==> src/rtl/vga_timing_gen.sv <==
// VGA raster timing generator: free-running h/v counters with a registered
// output stage producing sync, blank, pixel coordinates and line/frame strobes.
module vga_timing_gen #(
  parameter int H_ACTIVE  = 640,
  parameter int H_FRONT   = 16,
  parameter int H_SYNC    = 96,
  parameter int H_BACK    = 48,
  parameter int V_ACTIVE  = 480,
  parameter int V_FRONT   = 10,
  parameter int V_SYNC    = 2,
  parameter int V_BACK    = 33,
  parameter bit HSYNC_POL = 1'b0,
  parameter bit VSYNC_POL = 1'b0,
  parameter int CNT_W     = 10
) (
  input  logic             clk,
  input  logic             reset,
  input  logic             ce,
  output logic             hsync,
  output logic             vsync,
  output logic             blank,
  output logic [CNT_W-1:0] x,
  output logic [CNT_W-1:0] y,
  output logic             line_start,
  output logic             frame_start
);

  localparam int H_TOTAL = H_ACTIVE + H_FRONT + H_SYNC + H_BACK;
  localparam int V_TOTAL = V_ACTIVE + V_FRONT + V_SYNC + V_BACK;

  generate
    if (H_ACTIVE < 1 || H_FRONT < 1 || H_SYNC < 1 || H_BACK < 1 ||
        V_ACTIVE < 1 || V_FRONT < 1 || V_SYNC < 1 || V_BACK < 1 ||
        CNT_W < 1 || CNT_W > 30 ||
        H_TOTAL > (1 << CNT_W) || V_TOTAL > (1 << CNT_W)) begin : g_bad_params
      $error("vga_timing_gen: illegal timing parameter set");
    end
  endgenerate

  // Back porch >= 1 keeps every sync end strictly below the total, so all
  // boundaries below fit in CNT_W bits.
  localparam logic [CNT_W-1:0] H_LAST = CNT_W'(H_TOTAL - 1);
  localparam logic [CNT_W-1:0] V_LAST = CNT_W'(V_TOTAL - 1);
  localparam logic [CNT_W-1:0] H_ACT  = CNT_W'(H_ACTIVE);
  localparam logic [CNT_W-1:0] V_ACT  = CNT_W'(V_ACTIVE);
  localparam logic [CNT_W-1:0] HS_BEG = CNT_W'(H_ACTIVE + H_FRONT);
  localparam logic [CNT_W-1:0] HS_END = CNT_W'(H_ACTIVE + H_FRONT + H_SYNC);
  localparam logic [CNT_W-1:0] VS_BEG = CNT_W'(V_ACTIVE + V_FRONT);
  localparam logic [CNT_W-1:0] VS_END = CNT_W'(V_ACTIVE + V_FRONT + V_SYNC);

  logic [CNT_W-1:0] r_h_cnt;
  logic [CNT_W-1:0] r_v_cnt;
  logic             r_hsync;
  logic             r_vsync;
  logic             r_blank;
  logic [CNT_W-1:0] r_x;
  logic [CNT_W-1:0] r_y;
  logic             r_line_start;
  logic             r_frame_start;

  logic w_h_last;
  logic w_v_last;
  logic w_hs_act;
  logic w_vs_act;
  logic w_blank;
  logic w_h_zero;
  logic w_v_zero;

  assign w_h_last = (r_h_cnt == H_LAST);
  assign w_v_last = (r_v_cnt == V_LAST);
  assign w_hs_act = (r_h_cnt >= HS_BEG) && (r_h_cnt < HS_END);
  assign w_vs_act = (r_v_cnt >= VS_BEG) && (r_v_cnt < VS_END);
  assign w_blank  = (r_h_cnt >= H_ACT) || (r_v_cnt >= V_ACT);
  assign w_h_zero = (r_h_cnt == '0);
  assign w_v_zero = (r_v_cnt == '0);

  always_ff @(posedge clk) begin
    if (reset) begin
      r_h_cnt       <= '0;
      r_v_cnt       <= '0;
      r_hsync       <= ~HSYNC_POL;
      r_vsync       <= ~VSYNC_POL;
      r_blank       <= 1'b1;
      r_x           <= '0;
      r_y           <= '0;
      r_line_start  <= 1'b0;
      r_frame_start <= 1'b0;
    end else if (ce) begin
      // Outputs sample the pre-increment counter so they lag it by one clk.
      r_hsync       <= w_hs_act ? HSYNC_POL : ~HSYNC_POL;
      r_vsync       <= w_vs_act ? VSYNC_POL : ~VSYNC_POL;
      r_blank       <= w_blank;
      r_x           <= r_h_cnt;
      r_y           <= r_v_cnt;
      r_line_start  <= w_h_zero;
      r_frame_start <= w_h_zero && w_v_zero;
      if (w_h_last) begin
        r_h_cnt <= '0;
        r_v_cnt <= w_v_last ? '0 : r_v_cnt + 1'b1;
      end else begin
        r_h_cnt <= r_h_cnt + 1'b1;
      end
    end else begin
      r_line_start  <= 1'b0;
      r_frame_start <= 1'b0;
    end
  end

  assign hsync       = r_hsync;
  assign vsync       = r_vsync;
  assign blank       = r_blank;
  assign x           = r_x;
  assign y           = r_y;
  assign line_start  = r_line_start;
  assign frame_start = r_frame_start;

endmodule
==> config.mk <==
export PLATFORM = sky130hd
export DESIGN_NAME = vga_timing_gen
export DESIGN_NICKNAME = d
export VERILOG_FILES = /design/src/rtl/vga_timing_gen.sv
export SDC_FILE = /design/constraint.sdc
export NUM_CORES = 1
export LEC_CHECK = 0
export CORE_ASPECT_RATIO = 0.9
export CORE_MARGIN = 10
export CORE_UTILIZATION = 45
export DETAILED_ROUTE_END_ITERATION = 7
export GPL_TIMING_DRIVEN = 0
export PLACE_DENSITY = 0.72
export SYNTH_ARGS = -nofsm -noshare
export SYNTH_HDL_FRONTEND = slang
export SYNTH_SLANG_ARGS = --single-unit
export TNS_END_PERCENT = 20
==> constraint.sdc <==
create_clock -name clk -period 1.8 [get_ports clk]
set_input_delay 0.36 -clock clk [delete_from_list [all_inputs] [get_ports clk]]
set_output_delay 0.36 -clock clk [all_outputs]
set_load 0.02 [all_outputs]
After elaboration in Yosys (flattened, before gate mapping)
Index checks and enable logic that the tools add are counted.
Widths: inputs -> output; s select.
{"block": "classes", "add_sub_neg": 2, "order_cmp": 6, "n_eq_ne": 2, "mux": 4, "n_bitwise": 1, "n_reduce_logical": 8}
{"op": "$add 10x1->10 const B", "count": 2}
{"op": "$eq 10x10->1 const B", "count": 2}
{"op": "$ge 10x10->1 const B", "count": 2}
{"op": "$ge 10x9->1 const B", "count": 2}
{"op": "$logic_not 10->1", "count": 2}
{"op": "$mux 10", "count": 2}
{"op": "$lt 10x10->1 const B", "count": 1}
{"op": "$lt 10x9->1 const B", "count": 1}
{"op": "$logic_and 1x1->1", "count": 3}
{"op": "$mux 1", "count": 2}
{"op": "$reduce_and 2->1", "count": 1}
{"op": "$reduce_or 2->1", "count": 1}
{"op": "$logic_or 1x1->1", "count": 1}
{"op": "$not 1->1", "count": 1}
{"block": "word_totals", "ff_bits": 45, "inputBits": 3, "output_inout_bits": 25, "elab_cells": 32}

Logic depth before layout (Yosys ltp)
{"block": "depth", "ltp_word": 3, "mapped_depth": 5, "depth_no_buf": 5}

Worst setup path before layout
No wires, ideal clock.
{"block": "synth_path", "path_type": "register to register", "start": "reg r_h_cnt[0]", "end": "reg r_v_cnt[9]", "setup_time_ps": 66, "arrival_time_ps": 1811, "slack_ps": -77, "stages_incl_launch_ff": 6, "cell_sequence": "dfxtp_1 > ha_1 > nand4_4 > or4_4 > or3_1 > a21oi_2"}
{"block": "synth_via", "elab_chain_cells": 2}
{"item": "start, declared", "line_no": "51", "rtl": "logic [CNT_W-1:0] r_h_cnt;"}
{"item": "start signal, assigned", "line_no": "101", "rtl": "r_h_cnt <= r_h_cnt + 1'b1;"}
{"item": "$eq 10x10->1", "line_no": "69", "rtl": "assign w_h_last = (r_h_cnt == H_LAST);"}
{"item": "$reduce_and 2->1 (no line)"}
{"item": "end signal, assigned", "line_no": "99", "rtl": "r_v_cnt <= w_v_last ? '0 : r_v_cnt + 1'b1;"}
{"item": "end, declared", "line_no": "52", "rtl": "logic [CNT_W-1:0] r_v_cnt;"}
No other way between the ends.
A chain may end at the register's enable or synchronous reset.

Worst setup path after layout
{"block": "layout_path", "start": "reg r_v_cnt[4]", "end": "reg r_v_cnt[9]"}
{"block": "layout_via", "elab_chain_cells": 2, "elab_cells_between_ends": 3}
{"item": "$add 10x1->10 / $eq 10x10->1 (equally long branches)", "line_no": "99, 70"}
{"item": "$mux 10 *", "line_no": "99"}
Every way passes the cells marked *; elsewhere a longest branch is shown, timed or not.

==> run metrics <==
post-route ant nets=0; CTS tree=yes; WP data arrival=2010 ps; Mapped Area=0.00203 mm²; clk sink count=45; Max Buffers Root-to-Sink=2; Starting DRT DRC Count=124; worst hold path class=in -> reg; Max Freq=566 MHz; Ys Warns=0; CTS Hold Buffers Added=0; global-route usage over all layers=12.8%; reg-to-reg endpoint=r_v_cnt[9]; Synth Instances=217; total gr overflow=0; Tmin final=1770 ps; antenna violations before repair=0; Port-buffer cells=26; row count=23; die area=0.00759 mm²; vias in the first global route=1670; crit path capture type=register; Syn Nets=225; R2R setup slack=30 ps; Yosys cell types=43; CP max FO=4; Filler cells=367; largest net degree at the start of global routing=15; H-tree levels=2; Initial Utilization=46.0%; vias=1732; Vias/cell=5.26; Final Hold Fails=0; ys async rst share=0%; area of the multi-input gates=0.00110 mm²; I/O pin total=28; utilization after layout=61.5%; global-route wire length before repair=8100 µm; Worst Slack Setup Final=32.8 ps; Startpoint Class=register; Clock Latency Late Sink=300 ps; pre-CTS setup slack=-433 ps; worst hold stages=3; final setup fails=0; TritonCTS Buffers=5; Worst Skew=6.65 ps; most frequent cells in the layout=nor2_1, dfxtp_1, clkdlybuf4s50_1, mux2i_1, buf_4; fin crit share=98.2%; sequential fraction of the synthesis area=44.4%; commonest non-fill, non-tap cell in the layout=nor2_1; Post-layout nets=274; Slew headroom=55.9%; Total Routed Length=4750 µm; Worst VDD drop=592 µV; Post-synth EDFFs=0; Post-Route Setup TNS=0 ps; core area=0.00440 mm²; RSZ-0062 raised after global routing=yes; Critical Path RT=2040 ps; Reg area=930 µm²; Final GP Congestion=0.807; HP Start=ce; CTS root buffer=clkbuf_8; Reg2Reg Depth=5; final hold slack=468 ps; Avg Cell Area, Syn=9.34 µm²; dpl hpwl=3200 µm; Leak Pwr=1.04 nW; Worst-path clk slew=90 ps; Syn-to-layout area delta=33.6%; max-cap violations=0; Power Dens Cells=641 mW/mm²; Final Max Slew Viols=0; Worst Hold End=hsync; Post-route DRC=0; ratio of cells with drive above 1 in the final layout=22.5%; ANT cells=0; DIE WIDTH=90.7 µm; Crit Path Category=reg -> reg; die height=83.7 µm; Slew @ Worst Pin=662 ps; predominant post-synthesis flop cell=dfxtp_1; wire per inst=14.4 µm; Synth Register Bits=45; reg-to-reg startpoint=r_v_cnt[4]; status=complete, no violations; 1st-pass router iterations=5
==> layer usage <==
layer	up-vias	track usage (%)	share of wire [%]
met3	10	4.41	8.4
li1	852	-	-
met2	49	19.4	46
met4	0	5.92	2.4
met5	-	0	0
met1	821	15.8	43
==> worst max-delay path, stage by stage (launching register included) <==
cell and delay, ps:
dfxtp_2 330, buf_6 90, or3b_1 340, or4_4 500, or3_1 330, a21oi_2 130
==> kinds of logic after synthesis <==
kind of cell    after synthesis  synth area share, %
simple gates                 91                 25.4
flops                        45                 44.4
compound gates               22                 7.16
buf+inv                      22                 4.88
mux                          20                 9.88
xor+xnor                     12                 5.19
fa+ha+maj                     5                 3.09
==> report_power, final <==
part | switching [mW] | internal, mW | total, mW
logic | 0.0602 | 0.0483 | 0.108
clock network | 0.352 | 0.268 | 0.620
registers | 0.00803 | 0.998 | 1.01
==> repair_timing <==
action / in CTS / in global routing
buffers inserted: 9 / 10
pin swaps: 4 / 7
resized for setup: 15 / 23
setup endpoints to repair: 16 / 7
==> cell usage after synthesis, types with 2 or more instances <==
cell	number	share of area [%]
xnor2_1	8	3.5
nor4b_1	2	0.86
nor2_1	35	6.5
o311ai_0	2	0.86
nor4_1	6	1.9
nand4_1	4	1.2
inv_1	5	0.93
o21ai_0	7	1.7
a21oi_1	6	1.5
or3_1	3	0.93
nand4b_1	2	0.86
nand2b_1	5	1.5
nand2_1	10	1.9
dfxtp_1	45	44
nor3_1	3	0.74
buf_2	7	1.7
xor2_1	4	1.7
mux2i_1	20	9.9
nand3_1	7	1.7
clkbuf_1	6	1.1
ha_1	5	3.1
or4b_2	2	0.99
buf_1	3	0.56
==> area by class of cell <==
| type | instances | area share [%] |
|---|---|---|
| multi-input cells | 150 | 40.8 |
| plain buffers | 14 | 3.28 |
| flip-flops and latches | 45 | 34.3 |
| clock buffers | 5 | 2.54 |
| inverters | 5 | 0.693 |
| repair buffers | 45 | 14.9 |
| clock inverters | 3 | 0.647 |
| well taps | 62 | 2.86 |
==> state kept, by name, summed over array words and instances (netlist names) <==
register     count
y               10
line_start       1
vsync            1
r_v_cnt         10
blank            1
hsync            1
r_h_cnt         10
x               10
frame_start      1
==> how the worst max path moves through the flow <==
| stage | end | from | depth (start not counted) | slack [ps] |
|---|---|---|---|---|
| 2_1_floorplan | r_v_cnt[9] | r_v_cnt[4] | 5 | 3 |
| 3_3_place_gp | frame_start | reset | 4 | -420 |
| 3_5_place_dp | frame_start | reset | 4 | -430 |
| 4_1_cts | r_v_cnt[9] | r_v_cnt[4] | 5 | -3 |
| 5_1_grt | r_v_cnt[6] | r_h_cnt[1] | 5 | -20 |
| 6_report | r_v_cnt[9] | r_v_cnt[4] | 5 | 30 |
==> through the flow <==
stage | instance area (µm²) | cells | power [mW]
after CTS | 2570 | 319 | 1.76
final | 2710 | 329 | 1.74
after floorplan | 2030 | 217 | 1.10
after detailed placement | 2370 | 305 | 1.14
after global placement | 2370 | 305 | 1.14
after global routing | 2710 | 329 | 1.81
Note: power is estimated with default switching activity, not from simulation.
